==> config.mk <==
export PLATFORM = sky130hd
export DESIGN_NAME = proc_ready_sel
export DESIGN_NICKNAME = d
export VERILOG_FILES = /design/src/rtl/proc_ready_sel_pkg.sv /design/src/rtl/proc_ready_sel_rr_scan.sv /design/src/rtl/proc_ready_sel.sv
export SDC_FILE = /design/constraint.sdc
export NUM_CORES = 1
export LEC_CHECK = 0
export CORE_UTILIZATION = 50
export CTS_BUF_LIST = sky130_fd_sc_hd__clkbuf_2 sky130_fd_sc_hd__clkbuf_4 sky130_fd_sc_hd__clkbuf_8
export DETAILED_ROUTE_END_ITERATION = 10
export PLACE_DENSITY = 0.76
export SLEW_MARGIN = 20
export SYNTH_ARGS = -nofsm -noshare
export SYNTH_HDL_FRONTEND = slang
export SYNTH_SLANG_ARGS = --single-unit
export TNS_END_PERCENT = 100
==> constraint.sdc <==
create_clock -name clk -period 2.9 [get_ports clk]
set_input_delay 0.29 -clock clk [delete_from_list [all_inputs] [get_ports clk]]
set_output_delay 0.29 -clock clk [all_outputs]
set_load 0.02 [all_outputs]
==> src/rtl/proc_ready_sel_pkg.sv <==
// Shared constants for the process-ready selector: control bits, read-word
// field positions and the scanner state encoding.
package proc_ready_sel_pkg;

  localparam int NPROC  = 32;
  localparam int SCAN_W = 5;

  localparam int CTRL_CLAIM = 0;
  localparam int CTRL_EN    = 1;
  localparam int CTRL_DIS   = 2;
  localparam int CTRL_CLR   = 3;
  localparam int CTRL_FORCE = 4;

  localparam int VALID_BIT = 31;
  localparam int CAND_LSB  = 16;

  typedef enum logic [1:0] {
    ST_IDLE = 2'd0,
    ST_SCAN = 2'd1,
    ST_HOLD = 2'd2
  } scan_state_e;

endpackage

==> src/rtl/proc_ready_sel_rr_scan.sv <==
// Round-robin scanner: walks one process index per cycle over the
// pending-and-enabled vector and holds the first hit until it is claimed.
module proc_ready_sel_rr_scan
  import proc_ready_sel_pkg::*;
(
  input  logic              clk,
  input  logic              rst,
  input  logic [NPROC-1:0]  avail,
  input  logic              claim,
  input  logic              clr_all,
  output logic [1:0]        state_o,
  output logic [SCAN_W-1:0] cand_o
);

  scan_state_e       state_q, state_d;
  logic [SCAN_W-1:0] s_q, s_d;
  logic [SCAN_W-1:0] cnt_q, cnt_d;
  logic [SCAN_W-1:0] cand_q, cand_d;
  logic [SCAN_W-1:0] ptr_q, ptr_d;

  always_comb begin
    state_d = state_q;
    s_d     = s_q;
    cnt_d   = cnt_q;
    cand_d  = cand_q;
    ptr_d   = ptr_q;
    case (state_q)
      ST_IDLE: begin
        if (|avail) begin
          s_d     = ptr_q;
          cnt_d   = '0;
          state_d = ST_SCAN;
        end
      end
      ST_SCAN: begin
        if (avail[s_q]) begin
          cand_d  = s_q;
          state_d = ST_HOLD;
        end else begin
          s_d   = s_q + 5'd1;
          cnt_d = cnt_q + 5'd1;
          // the 32nd miss ends the sweep
          if (cnt_q == 5'd31) state_d = ST_IDLE;
        end
      end
      ST_HOLD: begin
        if (claim) begin
          ptr_d   = cand_q + 5'd1;
          s_d     = cand_q + 5'd1;
          cnt_d   = '0;
          state_d = ST_SCAN;
        end else if (!avail[cand_q]) begin
          s_d     = cand_q + 5'd1;
          cnt_d   = '0;
          state_d = ST_SCAN;
        end
      end
      default: state_d = ST_IDLE;
    endcase
    if (clr_all) state_d = ST_IDLE;
  end

  always_ff @(posedge clk) begin
    if (rst) begin
      state_q <= ST_IDLE;
      s_q     <= '0;
      cnt_q   <= '0;
      cand_q  <= '0;
      ptr_q   <= '0;
    end else begin
      state_q <= state_d;
      s_q     <= s_d;
      cnt_q   <= cnt_d;
      cand_q  <= cand_d;
      ptr_q   <= ptr_d;
    end
  end

  assign state_o = state_q;
  assign cand_o  = cand_q;

endmodule

==> src/rtl/proc_ready_sel.sv <==
// Process-ready selector: latches rising edges of the timer ready vector into
// sticky pending bits and presents the round-robin choice on the IO bus.
module proc_ready_sel
  import proc_ready_sel_pkg::*;
(
  input  logic        clk,
  input  logic        rst,
  input  logic        stb,
  input  logic        we,
  input  logic [31:0] data_in,
  output logic [31:0] data_out,
  output logic        ack,
  input  logic [31:0] rdy_in
);

  // Bus handshake: a transfer happens on every cycle stb is high; ack
  // mirrors stb so there are no wait states and nothing to stall on.
  logic [NPROC-1:0]  rdy_q;
  logic [NPROC-1:0]  pending_q, pending_d;
  logic [NPROC-1:0]  mask_q, mask_d;
  logic [NPROC-1:0]  rise;
  logic [NPROC-1:0]  avail;
  logic              wr, rd;
  logic              claim_acc, clr_all, hold;
  logic [SCAN_W-1:0] proc_sel;
  logic [SCAN_W-1:0] cand;
  logic [1:0]        scan_state;
  logic              unused_data_in;

  assign wr             = stb & we;
  assign rd             = stb & ~we;
  assign proc_sel       = data_in[12:8];
  assign rise           = rdy_in & ~rdy_q;
  assign avail          = pending_q & mask_q;
  assign hold           = (scan_state == ST_HOLD);
  assign clr_all        = wr & data_in[CTRL_CLR];
  assign claim_acc      = wr & data_in[CTRL_CLAIM] & hold & ~data_in[CTRL_CLR];
  assign ack            = stb;
  assign unused_data_in = ^{data_in[31:13], data_in[7:5]};

  // Priority on a pending bit: clear-all over set (rise/force) over claim.
  always_comb begin
    pending_d = pending_q;
    mask_d    = mask_q;
    if (claim_acc) pending_d[cand] = 1'b0;
    pending_d = pending_d | rise;
    if (wr && data_in[CTRL_FORCE]) pending_d[proc_sel] = 1'b1;
    if (clr_all) pending_d = '0;
    if (wr && data_in[CTRL_EN])  mask_d[proc_sel] = 1'b1;
    if (wr && data_in[CTRL_DIS]) mask_d[proc_sel] = 1'b0;
  end

  always_ff @(posedge clk) begin
    if (rst) begin
      rdy_q     <= '0;
      pending_q <= '0;
      mask_q    <= '0;
    end else begin
      rdy_q     <= rdy_in;
      pending_q <= pending_d;
      mask_q    <= mask_d;
    end
  end

  proc_ready_sel_rr_scan u_scan (
    .clk     (clk),
    .rst     (rst),
    .avail   (avail),
    .claim   (claim_acc),
    .clr_all (clr_all),
    .state_o (scan_state),
    .cand_o  (cand)
  );

  always_comb begin
    data_out = '0;
    if (rd) begin
      data_out[VALID_BIT]              = hold;
      data_out[CAND_LSB +: SCAN_W]     = cand;
      data_out[15:0]                   = avail[15:0];
    end
  end

endmodule
Yosys cells after proc, flatten, opt, wreduce, memory -nomap -nowiden
Cells that the tools add are included.
{"block": "totals", "ff_bits": 118, "elab_cells": 84}
{"block": "op_classes", "n_addsub": 3, "order_cmp": 5, "n_eq_ne": 7, "muxes": 30, "bitwise": 18, "n_reduce_logical": 13}
{"cell": "32-bit AND", "count": 4}
{"cell": "32-bit two-way mux", "count": 4}
{"cell": "32-bit inverter", "count": 3}
{"cell": "32-bit bitwise OR", "count": 3}
{"cell": "5-bit two-way mux", "count": 8}
{"cell": "32-bit OR reduction", "count": 1}
{"cell": "5-bit case mux with 3 select lines", "count": 2}
{"cell": "21-bit two-way mux", "count": 1}
{"cell": "5-bit by 6-bit < comparator with 1-bit output (second input constant)", "count": 3}
{"cell": "5-bit by 1-bit adder with 5-bit output (second input constant)", "count": 3}
{"cell": "1-bit binary-select mux with 5-bit select", "count": 2}
{"cell": "1-bit demux with 5-bit select", "count": 2}
{"cell": "5-bit by 1-bit greater-or-equal comparator with 1-bit output (second input constant)", "count": 2}
{"cell": "2-bit two-way mux", "count": 5}
{"cell": "1-bit AND", "count": 6}
{"cell": "2-bit case mux with 3 select lines", "count": 1}
{"cell": "5-bit == test (second input constant)", "count": 1}
{"cell": "1-bit logical AND", "count": 5}
{"cell": "1-bit two-way mux", "count": 5}
{"cell": "2-bit AND reduction", "count": 2}
{"cell": "4-bit AND reduction", "count": 1}
{"cell": "3-bit by 1-bit != test with 1-bit output (second input constant)", "count": 1}
{"cell": "3-bit != test (second input constant)", "count": 1}
{"cell": "3-bit AND reduction", "count": 1}
{"cell": "8 further kinds", "count": 9}

Depth between registers and ports, before layout
{"block": "logic_depth", "word_depth": 10, "mapped_depth": 11}

By module
A second synthesis with hierarchy kept.
{"block": "unflattened", "hier_cells": 690, "hier_area_um2": 6272.3}
{"module": "proc_ready_sel", "n_inst": 1, "cells_per_inst": 473, "area_per_inst_um2": 4372.9}
{"module": "proc_ready_sel_rr_scan", "n_inst": 1, "cells_per_inst": 217, "area_per_inst_um2": 1899.3}

Worst setup path before layout
No wires, ideal clock.
{"block": "synth_timing", "kind": "reg2reg", "startpoint": "register u_scan.s_q[0]", "endpoint": "register u_scan.cand_q[3], in the netlist u_scan.cand_o[3]", "arrival_time_ps": 2042, "path_slack_ps": 741, "stages_incl_launch_ff": 10, "n_path_buf": 3, "period_less_slack_ps": 2159, "cell_sequence": "dfxtp_1 > buf_6 > buf_8 > mux4_1 > nand2_1 > a41oi_4 > a211oi_2 > buf_2 > mux2i_1 > nor2_1"}
{"block": "synth_via", "elab_chain_cells": 3}
{"item": "start, declared", "line": "proc_ready_sel_rr_scan.sv:16", "source": "logic [SCAN_W-1:0] s_q, s_d;"}
{"item": "start signal, assigned", "line": "proc_ready_sel_rr_scan.sv:66", "source": "s_q <= '0;"}
{"item": "start signal, assigned", "line": "proc_ready_sel_rr_scan.sv:72", "source": "s_q <= s_d;"}
{"item": "1-bit binary-select mux with 5-bit select", "line": "proc_ready_sel_rr_scan.sv:36", "source": "if (avail[s_q]) begin"}
{"item": "1-bit two-way mux (not written as such)", "line": "proc_ready_sel_rr_scan.sv:36"}
{"item": "2-bit AND reduction (no source line)"}
{"item": "end signal, assigned", "line": "proc_ready_sel_rr_scan.sv:74", "source": "cand_q <= cand_d;"}
{"item": "end, declared", "line": "proc_ready_sel_rr_scan.sv:18", "source": "logic [SCAN_W-1:0] cand_q, cand_d;"}
Every way passes these cells. The select of a mux whose other input is x is not followed.
A chain may end at the register's enable or synchronous reset.

Worst setup path in the final report
{"block": "layout_timing", "startpoint": "register u_scan.cand_q[0], in the netlist u_scan.cand_o[0]", "endpoint": "register u_scan.cnt_q[0]"}
{"block": "layout_via", "elab_chain_cells": 4}
{"item": "1-bit binary-select mux with 5-bit select", "line": "proc_ready_sel_rr_scan.sv:52", "source": "end else if (!avail[cand_q]) begin"}
{"item": "1-bit two-way mux (not written as such)", "line": "proc_ready_sel_rr_scan.sv:52"}
{"item": "3-bit != test (no source line)"}
{"item": "4-bit AND reduction (no source line)"}
{"item": "end signal, assigned", "line": "proc_ready_sel_rr_scan.sv:73", "source": "cnt_q <= cnt_d;"}
{"item": "end, declared", "line": "proc_ready_sel_rr_scan.sv:17", "source": "logic [SCAN_W-1:0] cnt_q, cnt_d;"}
Every way passes these cells. The select of a mux whose other input is x is not followed.

==> flow_summary.toml <==
[sta]
final-hold-violation-count = 0
setup-tns-final_ns = 0
fin_skew_ns = 0.0134
tightest_slew_ns = 0.911
min_period_over_period_pct = 93.9
finalHoldWorstSlack_ns = 0.330
max_freq_mhz = 367
setup_viol = 0
relSlewSlack_pct = 39.2
fin_crit_ns = 2.72
drv_slew = 0
rsz0062_at_grt = "no"

[synth]
avgSynthCellArea_um2 = 8.55
synth_edf_count = 0
yosysWarningCount = 0
synth_seq_cells = 118
netlist_area_um2 = 5960
async_reset_ff_share_pct = 0
ys.flop_type = "dfxtp_1"
yosysUniqueCellTypes = 57
syn_inst = 697
ys_seq_area_share_pct = 39.6

[drt]
drt-initial-drc-count = 582
vias_per_cell = 6.17
via_count = 5581
routed_wirelength_um = 17200
dr.pass1.iters = 5
wire_per_inst_um = 19.1
ant_nets = 0
drcViolationCount = 0

[setup_path]
r2r_start = "u_scan.cand_o[0]"
critPathMaxFanout = 12
crit_top_cell = "buf_4"
path_depth = 9
critPathArrivalTime_ns = 3.07
ff2ff_setup_slack_ns = 0.18
cp_data_required_time_ns = 3.24
path_class = "register to register"
critical_path.cell_chain = "buf_4, or2_2, o22ai_1, o2111ai_1, nor4_1, a211o_1, buf_4, o211ai_1, o41ai_1"
endpoint = "u_scan.cnt_q[0]"
critical_path.startpoint = "u_scan.cand_o[0]"
crit_buf_inv = 2
end_kind = "register"
crit_slowest_cell = "nor4_1"
critPathLaunchType = "register"
crit_family = "compound AO/OA/AOI/OAI gates"
r2r-end = "u_scan.cnt_q[0]"
slowest_delay_ns = 0.51
reg2reg_depth = 9

[placed_design]
dp_hpwl_um = 11900
postPlaceCellArea_um2 = 6640
gp_congestion = 0.939
io_buffers = 68

[die]
dieArea_um2 = 12400
die_height_um = 111
core_region_area_um2 = 11500
rows = 39
die_x_um = 111
ioPinCount = 101
initial_core_util_pct = 51.7

[power_and_ir_drop]
leakage_nw = 2.41
power.density_nw_per_um2 = 534
peakVddDrop_mv = 0.490

[min_path]
holdCritStartpoint = "rst"
worstHoldPathType = "primary input to register"

[clocking]
numCtsBuffers = 17
clock_latency_ns = 0.45
cts-root-buf = "clkbuf_8"
cts_hold_buf = 0
h-tree-depth = 4
cts.path.max_buffers = 2
clkSlewWorstSetupHoldPaths_ns = 0.07
cts_tree = "yes"
cts_resized = 0
postCtsSetupBuffers = 0
cts_num_sinks = 118

[global_route]
grt-ovfl-total = 0
grtUsageTotal_pct = 29.0
grt_max_degree = 85
antenna_found_initial = 0
grt_pass1_vias = 5404
grt_pass1_wl_um = 27800

[final_layout]
diodes = 0
stdcell_area_um2 = 7080
mostFrequentLayoutCells = "118 x dfxtp_1, 101 x a21oi_1, 67 x clkdlybuf4s50_1"
nNetsFinal = 828
syn_to_final_growth_pct = 18.8
final_common_cell = "dfxtp_1"
layout-drive-gt1-share_pct = 8.54

[outcome]
status = "finished clean"

[job]
drv_cap = 0
cell type report:
type / count / area [um2]
repair buffers: 89 / 833
multi-input cells: 512 / 3220
clock inverters: 14 / 198
flip-flops and latches: 118 / 2360
well taps: 143 / 179
clock buffers: 18 / 248
fillers: 999 / 4440
inverters: 10 / 37.5
through the flow:
step	power, mW	utilization [%]	std cells	worst slack (ns)
6_report	3.78	61.5	904	0.177
5_1_grt	3.92	61.5	904	0.00695
4_1_cts	3.79	61.5	904	0.203
3_5_place_dp	2.12	57.6	872	0.229
3_3_place_gp	2.10	57.6	872	0.277
2_1_floorplan	2.00	-	706	0.741
registers in the layout, indices dropped and copies added, names as in the netlist:
name and count:
u_scan.cnt_q 5, pending_q 32, rdy_q 32, u_scan.state_o 2, u_scan.s_q 5, u_scan.cand_o 5, mask_q 32, u_scan.ptr_q 5
report_power, final:
group          internal (mW)  switching (mW)
registers               1.69          0.0387
clock network          0.967           0.729
logic                  0.158           0.205
routing by layer:
metal  up-vias  global-route usage (%)  share of wire, %
met5         -                       0                 0
met4         0                    14.8               4.2
met3        65                    7.27               8.5
met2       308                    45.5                46
met1      2613                    36.7                41
li1       2595                       -                 -
kinds of logic (layout without fill, tap and decap cells):
group	count (synthesis)	after routing	synth area share, %
simple gates	248	248	22.8
compound gates	220	220	22.4
flops	118	118	39.6
buf+inv	76	131	6.83
mux	16	16	4.83
fa+ha+maj	12	12	2.52
xor+xnor	6	6	0.882
other cells	1	10	0.0629
cell usage after synthesis (all sizes together) (5+ instances only):
cell type  instances  area share, %
nand2b             5           0.52
o41ai              8            1.2
a211oi            35            4.5
and2              15            1.6
o2111ai            6           0.88
nor2b             65            6.8
nor3               7           0.59
nand3             16            1.3
a21oi            102            8.6
buf               28            3.5
nor3b             10            1.3
nor2              36            2.3
mux4               8            3.5
nand3b             8            1.0
nand4             10            1.0
nand2             52            3.3
ha                12            2.5
o21ai             42            3.5
o22ai              6           0.63
nor4               5           0.63
mux2i              7            1.2
inv               10           0.63
dfxtp            118             40
and3               5           0.52
clkbuf            38            2.7
o211ai             9            1.1
how the worst min path moves through the flow:
stage | end | slack (ns) | cells after the start
floorplan | rdy_q[0] | 0.42 | 1
global placement | u_scan.ptr_q[3] | 0.46 | 2
detailed placement | pending_q[4] | 0.47 | 2
CTS | u_scan.s_q[0] | 0.31 | 4
global route | u_scan.s_q[2] | 0.37 | 4
finish | u_scan.s_q[0] | 0.33 | 4
worst register-to-register path: stages, from the launching register on:
cell and delay [ns]:
dfxtp_1 0.47, buf_4 0.25, or2_2 0.32, o22ai_1 0.13
o2111ai_1 0.15, nor4_1 0.51, a211o_1 0.41, buf_4 0.21
o211ai_1 0.09, o41ai_1 0.08
(Power assumes the default switching activity.)
